File: config.mk
export PLATFORM = sky130hd
export DESIGN_NAME = stopwatch_ctrl
export DESIGN_NICKNAME = d
export VERILOG_FILES = /design/src/rtl/stopwatch_ctrl.sv
export SDC_FILE = /design/constraint.sdc
export NUM_CORES = 1
export LEC_CHECK = 0
export CAP_MARGIN = 20
export CELL_PAD_IN_SITES_DETAIL_PLACEMENT = 0
export CELL_PAD_IN_SITES_GLOBAL_PLACEMENT = 1
export CORE_MARGIN = 8
export CORE_UTILIZATION = 46
export CTS_CLUSTER_SIZE = 16
export DETAILED_ROUTE_END_ITERATION = 7
export PLACE_DENSITY_LB_ADDON = 0.1
export SLEW_MARGIN = 20
export SYNTH_ARGS = -nofsm -noshare
export SYNTH_HDL_FRONTEND = slang
export SYNTH_SLANG_ARGS = --single-unit
File: constraint.sdc
create_clock -name clk -period 3 [get_ports clk]
set_input_delay 0.3 -clock clk [delete_from_list [all_inputs] [get_ports clk]]
set_output_delay 0.3 -clock clk [all_outputs]
set_load 0.01 [all_outputs]
File: src/rtl/stopwatch_ctrl.sv
// Stopwatch sequencer: debounced buttons, start/stop/clear FSM, 00.00..99.99 s BCD count.
// Optional lap freeze is built when STOPWATCH_LAP_EN is defined.

module stopwatch_debounce #(
  parameter logic [19:0] DEB_MAX = 20'd999_999
) (
  input  logic clk,
  input  logic rst,
  input  logic raw,
  output logic press
);
  logic        s1, s2, deb, deb_d;
  logic [19:0] deb_cnt;

  always_ff @(posedge clk) begin
    if (rst) begin
      s1      <= 1'b0;
      s2      <= 1'b0;
      deb     <= 1'b0;
      deb_d   <= 1'b0;
      deb_cnt <= '0;
    end else begin
      s1    <= raw;
      s2    <= s1;
      deb_d <= deb;
      if (s2 == deb) begin
        deb_cnt <= '0;
      end else if (deb_cnt == DEB_MAX) begin
        deb     <= s2;
        deb_cnt <= '0;
      end else begin
        deb_cnt <= deb_cnt + 20'd1;
      end
    end
  end

  assign press = deb & ~deb_d;
endmodule

module stopwatch_ctrl #(
  parameter logic [23:0] TICK_MAX = 24'd499_999,
  parameter logic [19:0] DEB_MAX  = 20'd999_999
) (
  input  logic       clk,
  input  logic       rst,
  input  logic       btn_start_stop,
  input  logic       btn_clear,
`ifdef STOPWATCH_LAP_EN
  input  logic       btn_lap,
  output logic       lap_active,
`endif
  output logic [3:0] unit,
  output logic [3:0] ten,
  output logic [3:0] hun,
  output logic [3:0] tho,
  output logic       running,
  output logic       overflow
);
  typedef enum logic [1:0] {IDLE, RUN, PAUSE, FULL} state_t;

  state_t      state, state_nxt;
  logic        ss_press, clr_press;
  logic        run_d, ovf_d;
  logic [23:0] presc;
  logic        tick;
  logic [15:0] cnt;
  logic        at_max;

  // Saturating 4-digit BCD increment; 9999 stays at 9999.
  function automatic logic [15:0] bcd_inc(input logic [15:0] d);
    logic [15:0] r;
    r = d;
    if (d != 16'h9999) begin
      if (r[3:0] != 4'd9) begin
        r[3:0] = r[3:0] + 4'd1;
      end else begin
        r[3:0] = 4'd0;
        if (r[7:4] != 4'd9) begin
          r[7:4] = r[7:4] + 4'd1;
        end else begin
          r[7:4] = 4'd0;
          if (r[11:8] != 4'd9) begin
            r[11:8] = r[11:8] + 4'd1;
          end else begin
            r[11:8]  = 4'd0;
            r[15:12] = r[15:12] + 4'd1;
          end
        end
      end
    end
    return r;
  endfunction

  stopwatch_debounce #(.DEB_MAX(DEB_MAX)) u_deb_ss (
    .clk(clk), .rst(rst), .raw(btn_start_stop), .press(ss_press)
  );
  stopwatch_debounce #(.DEB_MAX(DEB_MAX)) u_deb_clr (
    .clk(clk), .rst(rst), .raw(btn_clear), .press(clr_press)
  );

  assign tick   = (state == RUN) && (presc == TICK_MAX);
  assign at_max = (cnt == 16'h9999);

  always_ff @(posedge clk) begin
    if (rst) begin
      state    <= IDLE;
      running  <= 1'b0;
      overflow <= 1'b0;
    end else begin
      state    <= state_nxt;
      running  <= run_d;
      overflow <= ovf_d;
    end
  end

  always_comb begin
    state_nxt = state;
    case (state)
      IDLE:  if (ss_press) state_nxt = RUN;
      RUN: begin
        if (tick && at_max) state_nxt = FULL;
        else if (ss_press)  state_nxt = PAUSE;
      end
      PAUSE: begin
        if (clr_press)     state_nxt = IDLE;
        else if (ss_press) state_nxt = RUN;
      end
      FULL:  if (clr_press) state_nxt = IDLE;
      default: state_nxt = IDLE;
    endcase
  end

  always_comb begin
    run_d = (state_nxt == RUN);
    ovf_d = (state_nxt == FULL);
  end

  // Prescaler keeps its phase across PAUSE so resumed timing stays exact.
  always_ff @(posedge clk) begin
    if (rst) begin
      presc <= '0;
    end else if (state == RUN) begin
      presc <= tick ? 24'd0 : presc + 24'd1;
    end else if (state != PAUSE) begin
      presc <= '0;
    end
  end

  always_ff @(posedge clk) begin
    if (rst || state_nxt == IDLE) begin
      cnt <= '0;
    end else if (tick) begin
      cnt <= bcd_inc(cnt);
    end
  end

`ifdef STOPWATCH_LAP_EN
  logic        lap_press;
  logic [15:0] lap_cnt;

  stopwatch_debounce #(.DEB_MAX(DEB_MAX)) u_deb_lap (
    .clk(clk), .rst(rst), .raw(btn_lap), .press(lap_press)
  );

  always_ff @(posedge clk) begin
    if (rst) begin
      lap_active <= 1'b0;
      lap_cnt    <= '0;
    end else if (state_nxt == IDLE || state_nxt == FULL) begin
      lap_active <= 1'b0;
    end else if (lap_press) begin
      if (lap_active) begin
        lap_active <= 1'b0;
      end else if (state == RUN) begin
        lap_cnt    <= cnt;
        lap_active <= 1'b1;
      end
    end
  end

  assign {tho, hun, ten, unit} = lap_active ? lap_cnt : cnt;
`else
  assign {tho, hun, ten, unit} = cnt;
`endif
endmodule

=== After elaboration in Yosys (flattened, before gate mapping) ===
Index checks and enable logic that the tools add are counted.

* Input bits: 4
* Register bits after elaboration: 92

* Add/sub/neg operators: 7
* Bitwise logic cells: 9
* Mux-type cells: 12
* Reduce and logical (&&, ||, !) cells: 14
* Eq/ne operators: 16

{| class="wikitable"
|+ Operators with widths
! operator !! count
|-
| 2-to-1 mux 24 bit || 3
|-
| adder 20 x 1 -> 20 bit, second input constant || 2
|-
| == test 20 bit, second input constant || 2
|-
| adder 24 x 1 -> 24 bit, second input constant || 1
|-
| == test 24 x 19 -> 1 bit, second input constant || 1
|-
| adder 4 x 1 -> 4 bit, second input constant || 4
|-
| == test 16 bit, second input constant || 1
|-
| inequality test 16 bit, second input constant || 1
|-
| 2-to-1 mux 4 bit || 3
|-
| inequality test 4 bit, second input constant || 3
|-
| 2-to-1 mux 2 bit || 5
|-
| one-hot mux 2 bit (4 select lines) || 1
|-
| inverter 1 bit || 7
|-
| == test 2 bit, second input constant || 3
|-
| AND reduction 2 bit || 3
|-
| OR reduction 3 bit || 2
|-
| AND reduction 5 bit || 1
|-
| == test 2 x 1 -> 1 bit, second input constant || 2
|-
| zero test 2 bit || 2
|-
| AND reduction 4 bit || 1
|-
| AND reduction 3 bit || 1
|-
| AND 1 bit || 2
|-
| == test 1 bit || 2
|-
| logical AND 1 bit || 2
|-
| other kinds (3) || 3
|}

=== Depth between registers and ports, before layout ===
Gate-level depths: netlist of the first run.

* Depth in word-level cells: 7
* Mapped depth: 8
* Gate-level depth less buffers: 7

=== Modules after synthesis ===
From an unflattened synthesis of the first run, not the netlist that was laid out.

* Cells, all modules: 531
* Area total of the unflattened synthesis: 4610.7 µm²

{| class="wikitable"
|+ By module, submodules not included
! module !! times used !! area an instance (µm²) !! cells an instance
|-
| stopwatch_ctrl || 1 || 2513.7 || 299
|-
| stopwatch_debounce || 2 || 1048.5 || 116
|}

=== Least setup slack after synthesis of the first run ===
Ideal clock, no wire load.

* Kind: register to register
* Start: register cnt[13]
* End: register cnt[4]
* Cell stages (with the launch flop): 9
* Arrival: 2.152 ns
* Path buffers: 1
* Setup slack: 0.778 ns
* Cells stage by stage: dfxtp_1 -> inv_1 -> ha_1 -> and3b_1 -> and4_1 -> buf_2 -> or4_4 -> or4_1 -> a21oi_1

* Longest elaborated chain between the ends: 6
* Elaborated cells on any way between the ends: 8

{| class="wikitable"
|+ Ends and longest elaborated chain
! element !! RTL line !! RTL
|-
| from (decl) || 66 || <nowiki>logic [15:0] cnt;</nowiki>
|-
| from (signal assigned) || 153 || <nowiki>cnt <= bcd_inc(cnt);</nowiki>
|-
| == test 16 bit || 102 || <nowiki>assign at_max = (cnt == 16'h9999);</nowiki>
|-
| logical AND 1 bit || 121 || <nowiki>if (tick && at_max) state_nxt = FULL;</nowiki>
|-
| 2-to-1 mux 2 bit || 121 ||
|-
| one-hot mux 2 bit (4 select lines) || 118 || <nowiki>case (state)</nowiki>
|-
| zero test 2 bit || 150 || <nowiki>if (rst || state_nxt == IDLE) begin</nowiki>
|-
| logical OR 1 bit || 150 ||
|}

Several ways; a longest one is shown, not always the timed one.
A chain may end at the register's enable or synchronous reset.

=== Final worst setup path of the first run ===
* Start: register presc[0]
* End: register cnt[14]

* Longest elaborated chain between the ends: 7
* Elaborated cells on any way between the ends: 8

{| class="wikitable"
|+ Ends and longest elaborated chain
! element !! RTL line !! RTL
|-
| from (decl) || 64 || <nowiki>logic [23:0] presc;</nowiki>
|-
| from (signal assigned) || 143 || <nowiki>presc <= tick ? 24'd0 : presc + 24'd1;</nowiki>
|-
| == test 24 x 19 -> 1 bit (*) || 101 || <nowiki>assign tick = (state == RUN) && (presc == TICK_MAX);</nowiki>
|-
| logical AND 1 bit (*) || 101 ||
|-
| logical AND 1 bit || 121 ||
|-
| 2-to-1 mux 2 bit || 121 ||
|-
| one-hot mux 2 bit (4 select lines) || 118 ||
|-
| zero test 2 bit || 150 ||
|-
| logical OR 1 bit || 150 ||
|}

Mark *: on every way between the ends. The rest lies on a longest branch, timed or not.

==> results of run 1 <==
==> synth_stat cells (2+ instances only) <==
cell type,n
a211oi_1,3
a21o_1,2
a21oi_1,20
a31o_2,2
a31oi_1,3
and2_1,3
and3_1,9
and4_1,6
and4_2,2
clkbuf_1,13
dfxtp_1,92
ha_1,5
inv_1,17
mux2i_1,5
nand2_1,30
nand2b_1,5
nand3_1,39
nand4_1,24
nand4b_1,2
nor2_1,71
nor2b_1,11
nor3_1,16
nor4_1,11
nor4_4,2
nor4bb_1,3
o211ai_1,2
o21ai_0,16
o31ai_1,3
or3_1,14
or4_1,6
xnor2_1,18
xor2_1,34
==> through the flow <==
step / util / cell area [sq um]
finish: 0.526 / 4830
global route: 0.526 / 4830
floorplan: - / 4330
CTS: 0.526 / 4830
detailed placement: 0.506 / 4660
global placement: 0.506 / 4660
==> how the worst min path moves through the flow <==
stage	slack, ns	endpoint
4_1_cts	0.46	u_deb_clr.s2$_SDFF_PP0_
5_1_grt	0.47	u_deb_clr.s2$_SDFF_PP0_
3_5_place_dp	0.42	u_deb_clr.s2$_SDFF_PP0_
6_report	0.45	u_deb_clr.s2$_SDFF_PP0_
3_3_place_gp	0.43	u_deb_clr.s2$_SDFF_PP0_
2_1_floorplan	0.41	u_deb_clr.s2$_SDFF_PP0_
==> layout make-up <==
type / instances / area share
multi-input cells: 383 / 0.489
flip-flops and latches: 92 / 0.381
repair buffers: 26 / 0.0512
clock buffers: 11 / 0.0292
well taps: 111 / 0.0287
inverters: 17 / 0.0132
clock inverters: 5 / 0.00751
==> placed cells by master (no fill, tap or decap), types with 16 or more instances in the layout <==
| cell type | n |
|---|---|
| nand2_1 | 30 |
| nor3_1 | 16 |
| xor2_1 | 34 |
| a21oi_1 | 20 |
| dfxtp_1 | 92 |
| nand3_1 | 39 |
| o21ai_0 | 16 |
| clkdlybuf4s50_1 | 21 |
| inv_1 | 17 |
| nand4_1 | 24 |
| nor2_1 | 71 |
| xnor2_1 | 18 |
==> power groups by stage <==
stage	combinational, mW	sequential, mW	clock [mW]
2_1_floorplan	0.0109	1.25	0
4_1_cts	0.0194	1.23	0.807
3_3_place_gp	0.0193	1.25	0
3_5_place_dp	0.0193	1.25	0
6_report	0.0188	1.23	0.767
5_1_grt	0.0213	1.23	0.854
==> cell families after synthesis <==
logic type,count (synthesis),share of synthesized area
simple gates,264,0.335
flops,92,0.425
compound gates,56,0.0774
xor+xnor,52,0.105
buf+inv,33,0.0292
mux,6,0.0141
fa+ha+maj,5,0.0144
==> per-layer routing <==
layer,wire [um],part of all wire,up-vias,global-route usage
met4,127,0.014,0,0.0506
met5,0,0,-,0
met3,374,0.041,11,0.0442
met2,4110,0.45,49,0.232
met1,4510,0.49,1665,0.182
li1,-,-,1854,-
==> flip-flops by register name (all words and copies together) (netlist names) <==
signal and flops:
u_deb_ss.deb 1, u_deb_ss.s2 1, overflow 1, u_deb_clr.s1 1
state 2, u_deb_ss.deb_cnt 20, u_deb_clr.deb_d 1, presc 24
running 1, u_deb_clr.deb 1, u_deb_ss.s1 1, cnt 16
u_deb_clr.s2 1, u_deb_clr.deb_cnt 20, u_deb_ss.deb_d 1
==> critical path: stages, from the launching register on <==
cell     delay (ns)
dfxtp_1        0.42
ha_1           0.26
and4_1         0.29
nand3_1        0.15
or4_1          0.64
or4_1          0.45
a21oi_1        0.14
==> flow_metrics.tcl, run 1 <==
set metrics [dict create \
    status "finished, final reports clean" \
    rr_endpoint "cnt[14]$_SDFFE_PP0P_" \
    critical_path_class "reg2reg" \
    synth_top_cell_by_area "dfxtp_1" \
    io_pins 22 \
    slew_viol_final 0 \
    grt_max_degree 21 \
    ctsRootBufferMaster "clkbuf_8" \
    cp-end-kind "flop" \
    worst_slack_ns 0.588 \
    drc 0 \
    p_per_area_nw_per_um2 416 \
    cts_resized 0 \
    ys_async_sr_fraction 0 \
    drive_gt1_frac 0.0618 \
    cts_tree "yes" \
    yosys_warnings 0 \
    clkLatencyLatePin_ns 0.36 \
    worstHoldStart "u_deb_clr.s1$_SDFF_PP0_" \
    synthTopCellsByArea "dfxtp_1, xor2_1, nor2_1" \
    max_slew.worst_pin.slew_ns 0.805 \
    fmax_ghz 0.415 \
    power_frac_comb 0.009 \
    finalSetupTns_ns 0 \
    setup_viol 0 \
    netlist_area_sq_um 4330 \
    htree_levels 3 \
    whs_ns 0.448 \
    switching_share 0.226 \
    start_util 0.471 \
    max-vdd-ir-drop_mv 0.239 \
    die_area_sq_um 12800 \
    startpoint "presc[0]$_SDFFE_PP0P_" \
    numCtsBuffers 9 \
    core_sq_um 9200 \
    insertedDiodeCount 0 \
    seq_area_frac_synth 0.425 \
    rrSetupSlack_ns 0.59 \
    p_switching_uw 454 \
    track_usage 0.145 \
    finalNonFillerCells 645 \
    leakage_nw 1.46 \
    hold_depth 1 \
    ys.flop_type "dfxtp_1" \
    slew_headroom 0.459 \
    wl_um 9130 \
    overflow 0 \
    routed_via_density 5.55 \
    syn_inst 508 \
    p_int_mw 1.56 \
    syn2layout_area_growth_pct 11.6 \
    arrival_ns 2.70 \
    dieHeight_um 113 \
    fp.dieW_um 113 \
    cts_max_path_buffers 2 \
    fill_cells 864 \
    place.gp.congestion 0.806 \
    synth_edf_count 0 \
    dp_slack_ns 0.633 \
    min_period_over_period 0.804 \
    io_buffers 21 \
    synth_top_area_frac 0.425 \
    clock_skew_ns 0.00623 \
    power_mw 2.01 \
    regArea_sq_um 1840 \
    grt_pass1_wl_um 15400 \
    synth_seq_cells 92 \
    synth.net_count 517 \
    hpwl_um 6420 \
    final_nets 538 \
    setup.worst_path.end "cnt[14]$_SDFFE_PP0P_" \
    reg2reg_from "presc[0]$_SDFFE_PP0P_" \
    multiInputGateArea_sq_um 2360 \
    pwr-share-seq 0.609 \
    grt_pass1_vias 3312 \
    critPathRequiredTime_ns 3.29 \
    start_kind "flop" \
    postCtsSetupBuffers 0 \
    clk_pin_slew_ns 0.09 \
    antenna_found_initial 0 \
    fin_crit_ns 2.41 \
    p_clk_frac 0.381 \
    max_cap_violations 0 \
    ff2ff_path_depth 6 \
    vias 3579 \
    initialDrtViolationCount 173 \
    cp_max_fo 9 \
    synth_cell_types 51 \
    antenna_left 0 \
    rsz0062_at_grt "no" \
    cts_hold_buf 0 \
    rows 35 \
    firstDrtPassIters 5 \
    timing.final.hold_violations 0 \
    hp-class "reg2reg" \
    clock_sinks 92 \
    detail_route.wl_per_cell_um 14.2 \
    avgSynthCellArea_sq_um 8.53 \
    place_inst 629 \
]
No activity file was read; power rests on OpenSTA's default activity.
==> run 2, diff against run 1 <==
Clock period 3 ns to 2.25 ns, I/O delays scaled along.
==> run 2 against run 1 <==
Net effect:
- clock-buffer cell count decreased by 1
- die area unchanged
- core utilization increased by 3.7 points
- first-iteration DRC count rose by 6.9%
- power rose by 35%
- sequential cell count unchanged
- highest routed layer unchanged
- setup slack worse by 0.48 ns
- final area increased by 7.1%
- non-clock buffer count grew 41
- clock power increased by 37%
- hold slack better by 0.0019 ns
- sequential power rose by 33%
==> flow_metrics.tcl, run 2 (synthesis results as in run 1) <==
set metrics [dict create \
    final_nets 579 \
    max_slew.worst_pin.slew_ns 0.475 \
    timing.final.hold_violations 0 \
    overflow 0 \
    antenna_left 0 \
    start_util 0.471 \
    power_frac_comb 0.011 \
    p_switching_uw 632 \
    cp_max_fo 7 \
    clk_pin_slew_ns 0.09 \
    status "finished, final reports clean" \
    leakage_nw 1.70 \
    fp.dieW_um 113 \
    critPathRequiredTime_ns 2.53 \
    detail_route.wl_per_cell_um 14.0 \
    hp-class "in2reg" \
    drive_gt1_frac 0.136 \
    grt_max_degree 21 \
    start_kind "flop" \
    top_register "presc" \
    insertedDiodeCount 0 \
    drc 0 \
    top_regs "presc (24), u_deb_clr.deb_cnt (20), u_deb_ss.deb_cnt (20)" \
    reg2reg_from "cnt[12]$_SDFFE_PP0P_" \
    fmax_ghz 0.466 \
    grt_pass1_vias 3507 \
    die_area_sq_um 12800 \
    finalSetupTns_ns 0 \
    antenna_found_initial 0 \
    grt_pass1_wl_um 16800 \
    htree_levels 3 \
    slew_viol_final 0 \
    switching_share 0.233 \
    slew_headroom 0.681 \
    clock_skew_ns 0.0149 \
    core_sq_um 9200 \
    setup_viol 0 \
    dieHeight_um 113 \
    numCtsBuffers 9 \
    largest_register_ffs 24 \
    syn2layout_area_growth_pct 19.5 \
    firstDrtPassIters 4 \
    fin_crit_ns 2.14 \
    max_cap_violations 0 \
    initialDrtViolationCount 185 \
    hpwl_um 7060 \
    place_inst 670 \
    p_per_area_nw_per_um2 525 \
    critical_path_class "reg2reg" \
    arrival_ns 2.43 \
    rrSetupSlack_ns 0.11 \
    p_clk_frac 0.388 \
    clock_sinks 92 \
    rows 35 \
    dp_slack_ns 0.0965 \
    routed_via_density 5.39 \
    finalNonFillerCells 686 \
    track_usage 0.158 \
    whs_ns 0.449 \
    max-vdd-ir-drop_mv 0.315 \
    min_period_over_period 0.953 \
    io_pins 22 \
    clkLatencyLatePin_ns 0.36 \
    cts_max_path_buffers 2 \
    worstHoldStart "btn_clear" \
    worst_slack_ns 0.105 \
    final_cell_mix "dfxtp_1, nor2_1, buf_4" \
    cp-end-kind "flop" \
    pwr-share-seq 0.601 \
    startpoint "cnt[12]$_SDFFE_PP0P_" \
    io_buffers 21 \
    place.gp.congestion 0.796 \
    cts_tree "yes" \
    layout_commonest_cell "dfxtp_1" \
    rsz0062_at_grt "no" \
    wl_um 9600 \
    vias 3699 \
    p_int_mw 2.09 \
    ctsRootBufferMaster "clkbuf_8" \
]
## run 2: changes by cell type in the layout (fill, tap and decap cells not counted)
cell / change
clkinv_4: +3
clkinvlp_4: -2
nor4bb_1: -2
buf_12: +1
or4_1: -1
nor4bb_2: +2
clkbuf_1: -1
buf_4: +40
or4_4: +1
## run 2: worst paths after layout
kind,end,depth (start not counted)
worst min register to register,u_deb_ss.s2$_SDFF_PP0_,1
worst min-delay path,u_deb_clr.s1$_SDFF_PP0_,2
worst max-delay path,cnt[4]$_SDFFE_PP0P_,6
worst max register to register,cnt[4]$_SDFFE_PP0P_,6
## run 2: area by class of cell
type	count	area [sq um]
Clock buffer	10	138
Clock inverter	6	47.5
Fill cell	875	4020
Inverter	17	63.8
Multi-Input combinational cell	383	2380
Sequential cell	92	1840
Tap cell	111	139
Timing Repair Buffer	67	568
## run 2: metal layers
layer | vias up | GRT usage | wire length (um)
li1 | 1931 | - | -
met1 | 1715 | 0.204 | 4830
met2 | 41 | 0.254 | 4320
met4 | 0 | 0.0702 | 203
met5 | - | 0 | 0
met3 | 12 | 0.0272 | 249
## run 2: timing repair
item | 4_1_cts | 5_1_grt
endpoints found under the hold margin | 0 | 0
setup buffers | 0 | 0
hold buffers | 0 | 0
resized for setup | 0 | 3
endpoints found under the setup margin | 0 | 1
## run 2: power by group through the flow
stage | clock network [mW] | registers, mW | logic (mW)
after floorplan | 0 | 1.67 | 0.0145
after global placement | 0 | 1.67 | 0.0299
after detailed placement | 0 | 1.67 | 0.0302
after CTS | 1.10 | 1.63 | 0.0304
after global routing | 1.17 | 1.64 | 0.0329
final | 1.05 | 1.63 | 0.0297
## run 2: through the flow
| stage | area, sq um | util | power (mW) |
|---|---|---|---|
| after floorplan | 4330 | - | 1.69 |
| after global placement | 4980 | 0.541 | 1.70 |
| after detailed placement | 4980 | 0.541 | 1.70 |
| after CTS | 5160 | 0.561 | 2.76 |
| after global routing | 5180 | 0.563 | 2.84 |
| final | 5180 | 0.563 | 2.72 |
## run 2: worst max-delay path: stages, from the launching register on
cell and delay, ns:
dfxtp_1 0.37, ha_1 0.21, and3b_1 0.21, and4_1 0.23
or4_4 0.51, or4_1 0.41, a21oi_1 0.14
==> run 3, diff against run 2 <==
Settings changed: PLACE_DENSITY set to 0.84, PLACE_DENSITY_LB_ADDON 0.1 to not set, SETUP_SLACK_MARGIN set to 0.3.
==> run 3 against run 2 <==
Net effect:
- setup slack improved by 0.059 ns
- core utilization up 2.6 points
- power increased by 9.6%
- via count grew 2.3%
- combinational power is 1% higher
- non-clock buffer count is 2 higher
- clock power increased by 26%
- critical path depth grew 1
- critical path type unchanged
- critical endpoint is now cnt[13]$_SDFFE_PP0P_
==> flow_metrics.tcl, run 3 (synthesis results as in run 1) <==
set metrics [dict create \
    ctsRootBufferMaster "clkbuf_8" \
    max_slew.worst_pin.slew_ns 0.523 \
    status "finished, final reports clean" \
    dieHeight_um 113 \
    cts_max_path_buffers 2 \
    clock_skew_ns 0.0148 \
    start_util 0.471 \
    numCtsBuffers 9 \
    cp-end-kind "flop" \
    rsz0062_at_grt "yes" \
    routed_via_density 5.49 \
    critical_path_class "reg2reg" \
    drive_gt1_frac 0.199 \
    grt_pass1_vias 3575 \
    initialDrtViolationCount 260 \
    top_regs "presc (24), u_deb_clr.deb_cnt (20), u_deb_ss.deb_cnt (20)" \
    fill_cells 843 \
    rows 35 \
    slew_viol_final 0 \
    finalNonFillerCells 689 \
    start_kind "flop" \
    critPathRequiredTime_ns 2.55 \
    place.gp.congestion 0.842 \
    clk_pin_slew_ns 0.10 \
    htree_levels 3 \
    leakage_nw 1.75 \
    antenna_left 0 \
    layout_commonest_cell "dfxtp_1" \
    max_cap_violations 0 \
    grt_max_degree 23 \
    cts_tree "yes" \
    top_register "presc" \
    final_cell_mix "dfxtp_1, nor2_1, buf_4" \
    timing.final.hold_violations 0 \
    die_area_sq_um 12800 \
    syn2layout_area_growth_pct 25.1 \
    track_usage 0.160 \
    fp.dieW_um 113 \
    wl_um 10000 \
    antenna_found_initial 0 \
    setup_viol 0 \
    overflow 0 \
    insertedDiodeCount 0 \
    detail_route.wl_per_cell_um 14.6 \
    cp_max_fo 6 \
    core_sq_um 9200 \
    clock_sinks 92 \
    grt_pass1_wl_um 17100 \
    firstDrtPassIters 4 \
    final_nets 582 \
    hp-class "in2reg" \
    fmax_ghz 0.480 \
    io_buffers 21 \
    vias 3783 \
    finalSetupTns_ns 0 \
    largest_register_ffs 24 \
    slew_headroom 0.650 \
    min_period_over_period 0.927 \
    io_pins 22 \
    p_per_area_nw_per_um2 549 \
    fin_crit_ns 2.09 \
    place_inst 660 \
    hpwl_um 6930 \
    max-vdd-ir-drop_mv 0.369 \
    drc 0 \
    power_mw 2.98 \
    arrival_ns 2.39 \
    clkLatencyLatePin_ns 0.37 \
]
## run 3: cell count changes in the layout (fill, tap and decap cells not counted), moves of 3 or more
| cell | delta |
|---|---|
| dfxtp_1 | -12 |
| dfxtp_2 | +9 |
| dfxtp_4 | +3 |
| nand3_1 | -3 |
| nor4bb_4 | +3 |
## run 3: layout make-up
type                    instances  area, sq um  area share
multi-input cells             384         2520       0.465
well taps                     111          139      0.0256
inverters                      17         63.8      0.0118
clock inverters                 6         92.6      0.0171
repair buffers                 69          591       0.109
clock buffers                  10          149      0.0275
flip-flops and latches         92         1860       0.344
## run 3: where the power goes
group | switching, mW | internal (mW) | leakage (nW)
Combinational | 0.0161 | 0.0140 | 0.889
Sequential | 0.00285 | 1.63 | 0.749
Clock | 0.618 | 0.699 | 0.114
## run 3: final timing paths
check / cells past startpoint / to / slack, ns / startpoint
worst min-delay path: 2 / u_deb_ss.s1$_SDFF_PP0_ / 0.42 / btn_start_stop
worst max register to register: 7 / cnt[13]$_SDFFE_PP0P_ / 0.16 / presc[1]$_SDFFE_PP0P_
worst min register to register: 1 / u_deb_clr.s2$_SDFF_PP0_ / 0.46 / u_deb_clr.s1$_SDFF_PP0_
worst max-delay path: 7 / cnt[13]$_SDFFE_PP0P_ / 0.16 / presc[1]$_SDFFE_PP0P_
## run 3: critical path, cell delays in order, from the launching register on
cell     delay, ns
dfxtp_2       0.34
ha_2          0.18
and4_4        0.26
nand3_4       0.09
or4_4         0.57
buf_4         0.16
or3_4         0.32
a21oi_2       0.11
## run 3: through the flow
step / area [sq um] / hold slack [ns] / util / worst slack (ns)
after floorplan: 4360 / 0.353 / - / 0.119
after global placement: 4920 / 0.426 / 0.535 / 0.128
after detailed placement: 4920 / 0.438 / 0.535 / 0.0765
after CTS: 5310 / 0.414 / 0.577 / 0.207
after global routing: 5420 / 0.431 / 0.590 / 0.0919
final: 5420 / 0.422 / 0.590 / 0.165
## run 3: metal layers
| metal | GRT usage | wire, um | up-vias |
|---|---|---|---|
| li1 | - | - | 1941 |
| met1 | 0.206 | 4840 | 1778 |
| met2 | 0.257 | 4720 | 54 |
| met3 | 0.0319 | 362 | 10 |
| met4 | 0.0586 | 108 | 0 |
| met5 | 0 | 0 | - |
## run 3: what timing repair did
action                                  in CTS  in global routing
pin swaps                                   10                  7
endpoints found under the setup margin      35                 41
cloned                                       0                  1
hold buffers                                 0                  0
gates resized for setup                     20                 21
setup buffers                                9                  3
